<file path="src/rtl/mem_arbiter.sv">
// Two-requester arbiter (instruction fetch, data) in front of a single-port unified memory.
// Data wins conflicts until fetch has lost STARVE_MAX cycles in a row, then fetch is forced.
// Read responses come back one cycle after the grant, steered by a registered tag.
module mem_arbiter #(
    parameter int unsigned MEM_WORDS  = 1024,
    parameter int unsigned STARVE_MAX = 4
) (
    input  logic        clk,
    input  logic        rst_n,
    // instruction fetch port
    input  logic        if_req,
    input  logic [31:0] if_addr,
    output logic        if_gnt,
    output logic        if_valid,
    output logic [31:0] if_rdata,
    // data port
    input  logic        d_req,
    input  logic        d_we,
    input  logic [31:0] d_addr,
    input  logic [31:0] d_wdata,
    output logic        d_gnt,
    output logic        d_valid,
    output logic [31:0] d_rdata,
    // error flag
    output logic        addr_err,
    // memory side
    output logic        mem_en,
    output logic        mem_we,
    output logic [31:0] mem_addr,
    output logic [31:0] mem_wdata,
    input  logic [31:0] mem_rdata
);

    localparam int unsigned     CntW        = (STARVE_MAX < 1) ? 1 : $clog2(STARVE_MAX + 1);
    localparam logic [CntW-1:0] StarveLimit = CntW'(STARVE_MAX);
    // 33 bits so 4*MEM_WORDS cannot wrap when the memory spans the full address space
    localparam logic [32:0]     ByteLimit   = 33'(MEM_WORDS) << 2;

    typedef enum logic [1:0] {
        TagNone  = 2'd0,
        TagFetch = 2'd1,
        TagData  = 2'd2
    } tag_e;

    tag_e            tag_q, tag_d;
    logic [CntW-1:0] starve_q, starve_d;
    logic            err_q, err_d;
    logic [31:0]     if_rdata_q, d_rdata_q;

    logic            fetch_wins;
    logic            any_gnt;
    logic            sel_we;
    logic [31:0]     sel_addr;
    logic            bad_addr;
    logic [31:0]     resp_data;

    // Grant decision and memory request steering for the current cycle
    always_comb begin
        fetch_wins = if_req && (!d_req || (starve_q == StarveLimit));
        if_gnt     = rst_n && fetch_wins;
        d_gnt      = rst_n && d_req && !fetch_wins;
        any_gnt    = if_gnt || d_gnt;
        sel_we     = d_gnt && d_we;
        sel_addr   = d_gnt ? d_addr : if_addr;
        bad_addr   = ({1'b0, sel_addr} >= ByteLimit) || (sel_addr[1:0] != 2'b00);
        // Bad accesses are still granted; they simply never reach the memory
        mem_en     = any_gnt && !bad_addr;
        mem_we     = mem_en && sel_we;
        mem_addr   = {2'b00, sel_addr[31:2]};
        mem_wdata  = d_wdata;
    end

    // Next-state: starvation counter, response tag and error flag for the access in flight
    always_comb begin
        starve_d = starve_q;
        tag_d    = TagNone;
        err_d    = any_gnt && bad_addr;
        if (!if_req || if_gnt) begin
            starve_d = '0;
        end else if (starve_q != StarveLimit) begin
            starve_d = starve_q + CntW'(1);
        end
        if (if_gnt) begin
            tag_d = TagFetch;
        end else if (d_gnt && !d_we) begin
            tag_d = TagData;
        end
    end

    // Response outputs: gated by rst_n so a reset right after a read kills its response
    always_comb begin
        if_valid  = rst_n && (tag_q == TagFetch);
        d_valid   = rst_n && (tag_q == TagData);
        addr_err  = rst_n && err_q;
        resp_data = err_q ? 32'h0 : mem_rdata;
        if_rdata  = !rst_n ? 32'h0 : (if_valid ? resp_data : if_rdata_q);
        d_rdata   = !rst_n ? 32'h0 : (d_valid ? resp_data : d_rdata_q);
    end

    // State registers with synchronous active-low reset
    always_ff @(posedge clk) begin
        if (!rst_n) begin
            starve_q   <= '0;
            tag_q      <= TagNone;
            err_q      <= 1'b0;
            if_rdata_q <= 32'h0;
            d_rdata_q  <= 32'h0;
        end else begin
            starve_q   <= starve_d;
            tag_q      <= tag_d;
            err_q      <= err_d;
            if_rdata_q <= if_rdata;
            d_rdata_q  <= d_rdata;
        end
    end

endmodule

</file>
<file path="config.mk">
export PLATFORM = sky130hd
export DESIGN_NAME = mem_arbiter
export DESIGN_NICKNAME = d
export VERILOG_FILES = /design/src/rtl/mem_arbiter.sv
export SDC_FILE = /design/constraint.sdc
export NUM_CORES = 1
export LEC_CHECK = 0
export BUFFER_PORTS_ARGS = -buffer_cell sky130_fd_sc_hd__buf_4
export CAP_MARGIN = 0
export CORE_AREA = 2 2 105 107
export CTS_BUF_LIST = sky130_fd_sc_hd__clkbuf_16
export CTS_CLUSTER_SIZE = 28
export DETAILED_ROUTE_END_ITERATION = 10
export DIE_AREA = 0 0 107 109
export PLACE_DENSITY = 0.75
export SLEW_MARGIN = 15
export SYNTH_ARGS = -nofsm -noshare
export SYNTH_HDL_FRONTEND = slang
export SYNTH_SLANG_ARGS = --single-unit
</file>
<file path="constraint.sdc">
create_clock -name clk -period 2.5 [get_ports clk]
set_input_delay 0.375 -clock clk [delete_from_list [all_inputs] [get_ports clk]]
set_output_delay 0.375 -clock clk [all_outputs]
set_load 0.01 [all_outputs]
</file>
==> results.toml, run 1 <==
[die]
ioPinCount = 268
rows = 38
start_util_pct = 38.9
core_area_sq_um = 10600
dieWidth_um = 107
die-area_sq_um = 11700
fp.dieH_um = 109

[critical_path]
startpoint_type = "register"
reg2reg_depth = 7
cp_max_fo = 32
r2r-start = "starve_q[0]"
rr_endpoint = "err_q"
required_ns = 2.12
worstSetupEndpointType = "output pin"
r2r_setup_slack_ns = 0.91
critPathKind = "reg2out"
cp.arrival_ns = 1.94

[grt]
grt_util_met2_pct = 41.0
grt_util_all_layers_pct = 22.3
met3_usage_pct = 7.23
first_global_vias = 4020
antenna_found_initial = 0
grt_overflow_total = 0
met1_usage_pct = 23.6
grt_pass1_wl_um = 20100
grt_busiest_layer = "met2"
grt_max_degree = 61

[clocking]
cts_resized = 0
clock_latency_ns = 0.33
clk_pin_slew_ns = 0.05
cts.sinks = 70
tritoncts = "yes"
cts_max_path_buffers = 2
cts-htree-levels = 3
postCtsSetupRepairBufs = 0
cts-root-buf = "clkbuf_16"
cts_hold_buf = 0
cts_made_buffers = 9

[placed_design]
io_buffers = 201
placed_area_sq_um = 5450
place_hpwl_um = 10300
place.gp.congestion = 0.956

[detailed_routing]
ant_nets = 0
drt_wl_total_um = 13300
via_count = 4320
drt-pass1-iter-count = 4
drtIter0Drc = 231
drc_errors = 0
viasPerCell = 5.01
wl_per_cell_um = 15.5

[sta]
final.period_utilization_pct = 92.6
fin_crit_ns = 2.31
hold_viol = 0
final.setup_skew_ns = 0.00385
setup_violations = 0
drv_slew = 0
rsz0062_at_grt = "no"
fmax_mhz = 432
final.setup.tns_ns = 0

[power_and_ir_drop]
p_per_area_nw_per_um2 = 486
p_leak_nw = 2.59
peakVddDrop_uv = 323

[cells_and_area]
nets = 854
syn_to_final_growth_pct = 38.1
antenna_cells = 0
drive_gt1_share_pct = 31.6
fill_cells = 1041
final_cell_area_sq_um = 5700

[flow_run]
maxCapViolCount = 0

[logic_synthesis]
yosys.cell_types.count = 28
synth_area_per_cell_sq_um = 7.26
synthCells = 568
synth_area_sq_um = 4120
yosysWarnings = 0
ys_ff_latch = 70
yosysSeqAreaShare_pct = 34.0

[run_status]
status = "completed"

[min_path]
whs_endpoint = "tag_q[1]"
hold_class = "in2reg"
hold_depth = 2
hold_start = "d_we"
## registers in the layout, indices dropped and copies added, names as in the netlist
register and cells:
d_rdata_q 32, if_rdata_q 32, starve_q 3, tag_q 2
err_q 1
## worst max path at each step
stage / slack [ns] / depth (start not counted) / endpoint / from
final: 0.19 / 8 / mem_en / starve_q[0]
after global routing: 0.05 / 9 / mem_addr[6] / starve_q[0]
after CTS: 0.14 / 9 / mem_addr[4] / starve_q[0]
after detailed placement: 0.51 / 6 / mem_we / d_addr[21]
after global placement: 0.51 / 6 / mem_we / d_addr[21]
after floorplan: 0.84 / 8 / mem_addr[13] / starve_q[0]
## cell usage in the layout, fill, tap and decap left out, types with 3 or more instances in the layout
| master | synthesis | layout |
|---|---|---|
| a21oi_1 | 3 | 3 |
| nor4_1 | 9 | 9 |
| inv_1 | 4 | 6 |
| dfxtp_1 | 70 | 70 |
| buf_4 | 40 | 211 |
| and2_1 | 3 | 3 |
| a21boi_1 | 67 | 67 |
| clkinv_2 | 0 | 3 |
| nand2_1 | 220 | 220 |
| nor2b_1 | 33 | 31 |
| nor2_1 | 6 | 6 |
| a21boi_0 | 61 | 61 |
| clkbuf_16 | 0 | 9 |
## layer usage
| metal | routed length (um) | share of wire (%) |
|---|---|---|
| met4 | 247 | 1.9 |
| met3 | 1210 | 9.0 |
| met2 | 6830 | 51 |
| met5 | 0 | 0 |
| met1 | 5070 | 38 |
## worst max-delay path, cell delays in order, from the launching register on
cell and delay (ns):
dfxtp_1 0.32, inv_1 0.06, ha_1 0.18, nand3_1 0.10
nand3_1 0.13, buf_4 0.33, nand4_1 0.16, a21oi_1 0.18
buf_4 0.14
## cells in the mapped netlist (all sizes together)
library cell,instances,area [sq um]
nor4,10,68.8
mux2i,1,10.0
and4,2,17.5
nor2b,33,206
o21ai,1,5.00
conb,1,3.75
and3b,1,8.76
inv,5,18.8
nor3b,1,7.51
a21oi,3,15.0
nand2,220,826
dfxtp,70,1400
buf,58,390
nand4,3,25.0
nor2,6,22.5
and2b,1,7.51
nand2b,2,12.5
nor3,1,10.0
a21boi,128,961
ha,2,25.0
and2,3,18.8
nand3,2,10.0
clkbuf,14,52.6
## where the power goes
part / switching, W / leakage [nW] / internal, W
sequential: 0.00000783 / 0.567 / 0.00114
combinational: 0.000264 / 1.89 / 0.000273
clock: 0.000434 / 0.131 / 0.000644
## final cells by class
type                    count  area (sq um)  area share, %
inverters                   5          20.0          0.351
multi-input cells         422          2270           39.8
clock buffers               9           225           3.95
well taps                 140           175           3.07
repair buffers            211          1580           27.8
flip-flops and latches     70          1400           24.6
clock inverters             5          21.3          0.373
## logic make-up (layout without fill, tap and decap cells)
| kind of cell | after synthesis | in the layout | synth area share, % |
|---|---|---|---|
| buf+inv | 77 | 230 | 11.2 |
| other cells | 1 | 2 | 0.0909 |
| fa+ha+maj | 2 | 2 | 0.607 |
| simple gates | 285 | 285 | 30.1 |
| flops | 70 | 70 | 34.0 |
| compound gates | 132 | 132 | 23.8 |
| mux | 1 | 1 | 0.243 |
## stage by stage
step                hold WS [ns]  utilization (%)  instances  setup slack (ns)  power [W]
finish                     0.217             53.7        862             0.185    0.00277
detailed placement         0.453             51.4        848             0.506    0.00171
CTS                        0.208             53.7        862             0.144    0.00280
floorplan                  0.417                -        569             0.842    0.00148
global route               0.211             53.7        862            0.0470    0.00290
global placement           0.434             51.4        848             0.507    0.00171
No activity file was read; power rests on OpenSTA's default activity.
==> run 2, diff against run 1 <==
CTS_BUF_LIST = sky130_fd_sc_hd__clkbuf_2 sky130_fd_sc_hd__clkbuf_4 sky130_fd_sc_hd__clkbuf_8   (was sky130_fd_sc_hd__clkbuf_16)
CTS_CLUSTER_SIZE = 24   (was 28)
==> results.toml, run 2 (synthesis results as in run 1) <==
[cells_and_area]
fill_cells = 1049
nets = 854
reg.largest.list = "d_rdata_q (32), if_rdata_q (32), starve_q (3)"
drive_gt1_share_pct = 32.0
final_cell_area_sq_um = 5610
seqCellArea_sq_um = 1400
final_core_util_pct = 52.9
mostFrequentLayoutCells = "nand2_1, buf_4, dfxtp_1"
antenna_cells = 0
multiInputGateArea_sq_um = 2270
final_common_cell = "nand2_1"
syn_to_final_growth_pct = 36.1

[clocking]
clock_latency_ns = 0.34
tritoncts = "yes"
clk_pin_slew_ns = 0.07
cts_made_buffers = 9
cts_hold_buf = 0
cts.sinks = 70
cts-root-buf = "clkbuf_8"
cts-htree-levels = 3
cts_max_path_buffers = 2
cts_resized = 0
postCtsSetupRepairBufs = 0

[sta]
hold_viol = 0
fmax_mhz = 427
drv_slew = 0
final.setup_skew_ns = 0.00443
final.period_utilization_pct = 93.7
rsz0062_at_grt = "no"
fin_crit_ns = 2.34
final.setup.tns_ns = 0
setup_violations = 0

[grt]
antenna_found_initial = 0
grt_pass1_wl_um = 20000
grt_max_degree = 61
grt_util_all_layers_pct = 22.2
first_global_vias = 4001
grt_overflow_total = 0

[detailed_routing]
via_count = 4299
drc_errors = 0
drt-pass1-iter-count = 4
wl_per_cell_um = 15.4
drtIter0Drc = 221
drt_wl_total_um = 13300
viasPerCell = 4.99
ant_nets = 0

[placed_design]
placed_area_sq_um = 5450
place.gp.congestion = 0.956
io_buffers = 201
place_hpwl_um = 10300

[die]
rows = 38
fp.dieH_um = 109
dieWidth_um = 107
die-area_sq_um = 11700
start_util_pct = 38.9
ioPinCount = 268
core_area_sq_um = 10600

[critical_path]
crit_chain = "inv_1, ha_1, nand3_1, nand3_1, buf_4, nand4_1, a21oi_1, buf_4"
required_ns = 2.12
crit_family = "buffers and inverters"
path_buf_inv = 3
critical_path.slowest_cell = "buf_4"
slowest_delay_ns = 0.34
startpoint_type = "register"
cp.arrival_ns = 1.97
cp_max_fo = 32
critPathKind = "reg2out"
worstSetupEndpointType = "output pin"

[power_and_ir_drop]
p_per_area_nw_per_um2 = 442
peakVddDrop_uv = 206
p_leak_nw = 2.55

[min_path]
hold_class = "in2reg"

[run_status]
status = "completed"

[flow_run]
maxCapViolCount = 0
run 2: cell count changes in the layout (fill, tap and decap cells not counted):
cell	delta
clkbuf_16	-9
inv_1	-2
clkbuf_8	+10
clkinv_1	-1
clkbuf_4	+2
run 2: final cells by class:
type                       count  area share [%]
multi-input combinational    422            40.4
sequential                    70            25.0
timing repair buffer         211            28.2
inverter                       5           0.357
clock buffer                  12            2.72
clock inverter                 2           0.178
tap                          140            3.12
run 2: where the power goes:
group / switching [W] / internal (W) / leakage [nW]
sequential: 0.00000776 / 0.00114 / 0.567
combinational: 0.000263 / 0.000273 / 1.89
clock: 0.000396 / 0.000395 / 0.0889
total: 0.000668 / 0.00181 / 2.55
run 2: routing by layer:
layer	up-vias	GRT usage, %	share of wire (%)
met2	176	40.2	51
met4	0	8.26	2.0
met5	-	0	0
li1	2118	-	-
met3	21	7.83	9.0
met1	1984	23.8	38
run 2: per-stage QoR:
stage | std cells | worst slack (ns) | hold slack (ns) | power [W]
floorplan | 569 | 0.842 | 0.417 | 0.00148
global placement | 848 | 0.507 | 0.434 | 0.00171
detailed placement | 848 | 0.506 | 0.453 | 0.00171
CTS | 862 | 0.113 | 0.182 | 0.00250
global route | 862 | 0.0150 | 0.184 | 0.00260
finish | 862 | 0.157 | 0.198 | 0.00248
run 2: worst paths after layout:
kind,from,end,slack [ns],depth (start not counted)
worst max-delay path,starve_q[0],mem_en,0.16,8
worst min-delay path,d_we,tag_q[1],0.20,2
worst max register to register,starve_q[0],err_q,0.90,7
worst min register to register,starve_q[0],starve_q[0],0.46,1
